[config.mk]
export PLATFORM = sky130hd
export DESIGN_NAME = gol_window_gen
export DESIGN_NICKNAME = d
export VERILOG_FILES = /design/src/rtl/gol_pkg.sv /design/src/rtl/gol_line_shift.sv /design/src/rtl/gol_window_gen.sv
export SDC_FILE = /design/constraint.sdc
export NUM_CORES = 1
export LEC_CHECK = 0
export BUFFER_PORTS_ARGS = -buffer_cell sky130_fd_sc_hd__buf_2
export CAP_MARGIN = 40
export CORE_MARGIN = 2
export CORE_UTILIZATION = 56
export CTS_CLUSTER_DIAMETER = 100
export DETAILED_ROUTE_END_ITERATION = 12
export HOLD_SLACK_MARGIN = 0.06
export PLACE_DENSITY = 0.75
export REMOVE_ABC_BUFFERS = 1
export SKIP_LAST_GASP = 1
export SLEW_MARGIN = 20
export SYNTH_ARGS = -nofsm -noshare
export SYNTH_HDL_FRONTEND = slang
export SYNTH_SLANG_ARGS = --single-unit
[constraint.sdc]
create_clock -name i_clk -period 6.5 [get_ports i_clk]
set_clock_uncertainty 0.15 [all_clocks]
set_input_delay 1.3 -clock i_clk [delete_from_list [all_inputs] [get_ports i_clk]]
set_output_delay 1.3 -clock i_clk [all_outputs]
set_load 0.005 [all_outputs]
[src/rtl/gol_pkg.sv]
`default_nettype none
// ============================================================================
// Module      : gol_pkg
// Description : Shared Game-of-Life constants: neighbour bit indices and the
//               window generator state encoding.
// Revision    : 1.0 - initial release
// ============================================================================
package gol_pkg;

    localparam int NB_NW = 0;
    localparam int NB_N  = 1;
    localparam int NB_NE = 2;
    localparam int NB_W  = 3;
    localparam int NB_E  = 4;
    localparam int NB_SW = 5;
    localparam int NB_S  = 6;
    localparam int NB_SE = 7;

    typedef enum logic [1:0] {
        FILL   = 2'd0,
        STREAM = 2'd1,
        FLUSH  = 2'd2
    } gol_win_state_t;

endpackage
`default_nettype wire

[src/rtl/gol_line_shift.sv]
`default_nettype none
// ============================================================================
// Module      : gol_line_shift
// Description : Two-row-plus-three-cell shift register with enable and async
//               clear; presents the 3x3 window taps of its post-edge contents.
// Revision    : 1.0 - initial release
// ============================================================================
module gol_line_shift
    import gol_pkg::*;
#(
    parameter int GRID_W = 64
) (
    input  logic       i_clk,
    input  logic       i_reset,
    input  logic       i_en,
    input  logic       i_din,
    output logic       o_centre,
    output logic [7:0] o_nb
);

    localparam int C_LEN = 2 * GRID_W + 3;

    logic [C_LEN-1:0] r_sr;
    logic [C_LEN-1:0] w_sr_next;

    // Taps read the value the register holds after this edge, so a window can
    // be captured on the same edge that shifts in its last cell.
    assign w_sr_next = i_en ? {r_sr[C_LEN-2:0], i_din} : r_sr;

    always_ff @(posedge i_clk or posedge i_reset) begin
        if (i_reset) begin
            r_sr <= '0;
        end else begin
            r_sr <= w_sr_next;
        end
    end

    assign o_centre    = w_sr_next[GRID_W+1];
    assign o_nb[NB_SE] = w_sr_next[0];
    assign o_nb[NB_S]  = w_sr_next[1];
    assign o_nb[NB_SW] = w_sr_next[2];
    assign o_nb[NB_E]  = w_sr_next[GRID_W];
    assign o_nb[NB_W]  = w_sr_next[GRID_W+2];
    assign o_nb[NB_NE] = w_sr_next[2*GRID_W];
    assign o_nb[NB_N]  = w_sr_next[2*GRID_W+1];
    assign o_nb[NB_NW] = w_sr_next[2*GRID_W+2];

endmodule
`default_nettype wire

[src/rtl/gol_window_gen.sv]
`default_nettype none
// ============================================================================
// Module      : gol_window_gen
// Description : Raster-order streaming 3x3 neighbourhood generator with zero
//               padding. Optional GOL_WINDOW_COORD_EN adds o_x/o_y outputs.
// Revision    : 1.0 - initial release
// ============================================================================
module gol_window_gen
    import gol_pkg::*;
#(
    parameter int GRID_W = 64,
    parameter int GRID_H = 48
) (
    input  logic       i_clk,
    input  logic       i_reset,
    input  logic       i_valid,
    output logic       o_ready,
    input  logic       i_val,
    output logic       o_valid,
    input  logic       i_ready,
    output logic       o_val,
    output logic [7:0] o_neighbours
`ifdef GOL_WINDOW_COORD_EN
    ,
    output logic [$clog2(GRID_W)-1:0] o_x,
    output logic [$clog2(GRID_H)-1:0] o_y
`endif
);

    localparam int C_IN_W = $clog2(GRID_W * GRID_H);
    localparam int C_FL_W = $clog2(GRID_W + 2);
    localparam int C_X_W  = $clog2(GRID_W);
    localparam int C_Y_W  = $clog2(GRID_H);

    localparam logic [C_IN_W-1:0] C_IN_FILL_LAST = C_IN_W'(GRID_W);
    localparam logic [C_IN_W-1:0] C_IN_LAST      = C_IN_W'(GRID_W * GRID_H - 1);
    localparam logic [C_FL_W-1:0] C_FL_LAST      = C_FL_W'(GRID_W);
    localparam logic [C_X_W-1:0]  C_X_LAST       = C_X_W'(GRID_W - 1);
    localparam logic [C_Y_W-1:0]  C_Y_LAST       = C_Y_W'(GRID_H - 1);

    gol_win_state_t     r_state;
    gol_win_state_t     w_state_next;
    logic [C_IN_W-1:0]  r_in_cnt;
    logic [C_FL_W-1:0]  r_flush_cnt;
    logic [C_X_W-1:0]   r_out_x;
    logic [C_Y_W-1:0]   r_out_y;

    logic       w_out_free;
    logic       w_accept;
    logic       w_flush_step;
    logic       w_shift;
    logic       w_load;
    logic       w_din;
    logic       w_centre;
    logic [7:0] w_nb;
    logic [7:0] w_mask;

    assign w_out_free   = !o_valid || i_ready;
    assign w_accept     = i_valid && o_ready;
    assign w_flush_step = (r_state == FLUSH) && w_out_free;
    assign w_shift      = w_accept || w_flush_step;
    assign w_load       = ((r_state == STREAM) && w_accept) || w_flush_step;
    assign w_din        = (r_state == FLUSH) ? 1'b0 : i_val;

    gol_line_shift #(
        .GRID_W (GRID_W)
    ) u_line_shift (
        .i_clk    (i_clk),
        .i_reset  (i_reset),
        .i_en     (w_shift),
        .i_din    (w_din),
        .o_centre (w_centre),
        .o_nb     (w_nb)
    );

    always_ff @(posedge i_clk or posedge i_reset) begin
        if (i_reset) begin
            r_state <= FILL;
        end else begin
            r_state <= w_state_next;
        end
    end

    always_comb begin
        w_state_next = r_state;
        o_ready      = 1'b0;
        case (r_state)
            FILL: begin
                o_ready = 1'b1;
                if (i_valid && (r_in_cnt == C_IN_FILL_LAST)) begin
                    w_state_next = STREAM;
                end
            end
            STREAM: begin
                o_ready = w_out_free;
                if (i_valid && w_out_free && (r_in_cnt == C_IN_LAST)) begin
                    w_state_next = FLUSH;
                end
            end
            FLUSH: begin
                if (w_out_free && (r_flush_cnt == C_FL_LAST)) begin
                    w_state_next = FILL;
                end
            end
            default: w_state_next = FILL;
        endcase
    end

    // The input counter wraps on the frame's last accept, so it is already
    // clear when FLUSH hands back to FILL.
    always_ff @(posedge i_clk or posedge i_reset) begin
        if (i_reset) begin
            r_in_cnt    <= '0;
            r_flush_cnt <= '0;
        end else begin
            if (w_accept) begin
                r_in_cnt <= (r_in_cnt == C_IN_LAST) ? '0 : r_in_cnt + 1'b1;
            end
            if (w_flush_step) begin
                r_flush_cnt <= (r_flush_cnt == C_FL_LAST) ? '0 : r_flush_cnt + 1'b1;
            end
        end
    end

    always_ff @(posedge i_clk or posedge i_reset) begin
        if (i_reset) begin
            r_out_x <= '0;
            r_out_y <= '0;
        end else if (w_load) begin
            if (r_out_x == C_X_LAST) begin
                r_out_x <= '0;
                r_out_y <= (r_out_y == C_Y_LAST) ? '0 : r_out_y + 1'b1;
            end else begin
                r_out_x <= r_out_x + 1'b1;
            end
        end
    end

    always_comb begin
        w_mask = 8'hFF;
        if (r_out_x == '0) begin
            w_mask[NB_NW] = 1'b0;
            w_mask[NB_W]  = 1'b0;
            w_mask[NB_SW] = 1'b0;
        end
        if (r_out_x == C_X_LAST) begin
            w_mask[NB_NE] = 1'b0;
            w_mask[NB_E]  = 1'b0;
            w_mask[NB_SE] = 1'b0;
        end
        if (r_out_y == '0) begin
            w_mask[NB_NW] = 1'b0;
            w_mask[NB_N]  = 1'b0;
            w_mask[NB_NE] = 1'b0;
        end
        if (r_out_y == C_Y_LAST) begin
            w_mask[NB_SW] = 1'b0;
            w_mask[NB_S]  = 1'b0;
            w_mask[NB_SE] = 1'b0;
        end
    end

    always_ff @(posedge i_clk or posedge i_reset) begin
        if (i_reset) begin
            o_valid      <= 1'b0;
            o_val        <= 1'b0;
            o_neighbours <= '0;
        end else if (w_load) begin
            o_valid      <= 1'b1;
            o_val        <= w_centre;
            o_neighbours <= w_nb & w_mask;
        end else if (i_ready) begin
            o_valid      <= 1'b0;
        end
    end

`ifdef GOL_WINDOW_COORD_EN
    always_ff @(posedge i_clk or posedge i_reset) begin
        if (i_reset) begin
            o_x <= '0;
            o_y <= '0;
        end else if (w_load) begin
            o_x <= r_out_x;
            o_y <= r_out_y;
        end
    end
`endif

endmodule
`default_nettype wire

==> flow_summary.toml <==
[logic_synthesis]
post_synth_num_cell_types = 49
async_flop_share = 1.00
ys_seq_area_frac = 0.571
synth_top_family_by_area = "multiplexers"
synth-compound-area-share = 0.0338
synthCells = 512
synthMuxAreaShare = 0.244
synth.cell_area_mm2 = 0.00763
synth_xor_area_frac = 0.0172
yosysWarnings = 0
synth_fa_ha_area_frac = 0.0131
synthSimpleGateAreaFrac = 0.0738
postSynthAreaPerCell_um2 = 14.9
synth-edff-count = 0
synth_ff_type = "dfrtp_1"
ys_seq_elements = 174

[clocking]
clock_path_buffers = 2
cts-buffers-inserted = 17
cts_tree = "built"
clock_sinks = 174
clock_latency_ns = 0.42
post-cts-setup-buffers = 0
cts-resized-gates = 0
h-tree-depth = 4
ctsRootBufferMaster = "clkbuf_16"
path_clk_slew_ns = 0.06
ctsHoldBuffers = 0

[setup_path]
r2r_setup_slack_ns = 3.95
timing.rr.end = "o_neighbours[2]"
critical_path.max_fanout = 7
required_ns = 5.05
critPathKind = "in -> out"
end_kind = "primary output"
cp.arrival_ns = 1.99
rr_worst_depth = 5
r2r_start = "r_state[0]"
cp-start-kind = "input pin"

[timing]
setup_violations = 0
worst_slack_ns = 3.06
rsz0062_at_grt = "no"
fin_setup_tns_ns = 0
slew_violations = 0
slew_headroom = 0.329
finalHoldViolCount = 0
max_freq_ghz = 0.291
fin_crit_sh = 0.529
max_slew.worst_pin.slew_ns = 1.01
layout_min_cycle_time_ns = 3.44

[drt]
remaining_drc_errors = 0
ant_nets = 0
wl_um = 11400
first_pass_iters = 4
routedWlPerCell_um = 16.0
drtIter0Drc = 243
via_count = 3869
viasPerCell = 5.41

[final_layout]
antennaDiodeCount = 0
final_cell_mix = "dfrtp_1, mux2_4, nand2_1"
layout_commonest_cell = "dfrtp_1"
finish.net_count = 539
area_growth_pct = 8.26
drive_gt1_frac = 0.327

[grt]
grt_usage = 0.173
overflow = 0
grt_first_pass_wirelength_um = 19800
antenna_found_initial = 0
grt_max_degree = 133
grt_pass1_vias = 4001

[floorplanning]
floorplan.rows = 42
core_mm2 = 0.0133
die_y_um = 121
die_area_mm2 = 0.0146
num_io_pins = 16
die_w_um = 121
start_util = 0.574

[placed_design]
port_buffers = 15
routabilityCongestion = 0.858
pre_cts_slack_ns = 3.06
dp_hpwl_um = 6940

[power]
leakagePower_nw = 4.07
power_per_cell_area_mw_per_mm2 = 314
ir_drop_v = 0.000190
p_switching_mw = 0.651
pwr-share-clk = 0.382
swShare = 0.251
p_int_mw = 1.95
combPwrFrac = 0.122
power_mw = 2.60
seqPwrFrac = 0.496

[hold_path]
min_delay_worst_endpoint = "o_val"
min_from = "o_val"
hp-class = "reg -> reg"
whs_path_depth = 2

[outcome]
status = "finished, final reports clean"

[flow_run]
maxCapViolCount = 0
## layer usage
layer  global-route usage  vias to the layer above  wire length, µm
met1                0.246                     1978             5610
met2                0.256                       49             5300
met3               0.0491                       17              341
met5                    0                        -                0
li1                     -                     1825                -
met4               0.0625                        0              170
## synthesized netlist by cell type (3+ instances only)
library cell	n	area (µm²)
nand3_1	13	65.1
and3_1	5	31.3
o21ai_0	12	60.1
inv_1	16	60.1
nor4b_1	3	26.3
nor2b_1	3	18.8
buf_2	5	25.0
mux2_1	8	90.1
buf_12	11	220
nand2b_1	3	18.8
nor4_1	5	31.3
a21oi_1	4	20.0
a22o_1	4	35.0
nor3_1	8	40.0
nand3b_1	3	22.5
mux2_2	21	236
and2_1	3	18.8
nor2_1	20	75.1
mux2i_1	3	30.0
xnor2_1	11	96.3
dfrtp_1	174	4350
or3_1	3	18.8
ha_1	8	100
xor2_1	4	35.0
mux2_4	100	1500
nand4_1	9	56.3
nand2_1	24	90.1
## area by class of cell
type                    count  area [µm²]
repair buffers             18         130
clock inverters            14         141
fillers                   969        5030
multi-input cells         299        2910
inverters                  16        65.1
clock buffers              18         439
well taps                 176         220
flip-flops and latches    174        4350
## flip-flops by register name, indices dropped and copies added (netlist names)
register and cells:
u_line_shift.r_sr 131, r_in_cnt 12, o_neighbours 8, r_flush_cnt 7
r_out_x 6, r_out_y 6, r_state 2, o_val 1
o_valid 1
## worst max-delay path, cell delays in order
cell	delay, ns
buf_2	0.12
and3b_1	0.38
nor2_1	0.07
buf_2	0.13
## power groups by stage
stage	Combinational [mW]	Clock (mW)	Sequential, mW
3_5_place_dp	0.316	0	1.30
6_report	0.317	0.991	1.29
3_3_place_gp	0.299	0	1.30
2_1_floorplan	0.273	0	1.28
4_1_cts	0.319	1.01	1.29
5_1_grt	0.350	1.05	1.30
## through the flow
step | hold slack (ns) | instance area [µm²] | cells | utilization
6_report | 0.332 | 8260 | 715 | 0.621
3_3_place_gp | 0.308 | 7650 | 682 | 0.576
5_1_grt | 0.349 | 8260 | 715 | 0.621
3_5_place_dp | 0.318 | 7680 | 683 | 0.578
2_1_floorplan | 0.296 | 7320 | 489 | -
4_1_cts | 0.336 | 8260 | 715 | 0.621
## cells by family (layout without fill, tap and decap cells)
family	Yosys count	in the layout
multiplexers	132	132
buffers and inverters	39	66
flip-flops	174	174
adder cells (fa/ha/maj)	8	8
XOR/XNOR	15	15
AND/OR/NAND/NOR	108	108
AO/OA/AOI/OAI	36	36
## worst max-delay path by stage
stage	cells past startpoint	startpoint	endpoint
3_3_place_gp	4	i_ready	o_ready
6_report	4	i_ready	o_ready
3_5_place_dp	4	i_ready	o_ready
2_1_floorplan	1	i_reset	o_neighbours[0]
5_1_grt	4	i_ready	o_ready
4_1_cts	4	i_ready	o_ready
(Power assumes the default switching activity.)
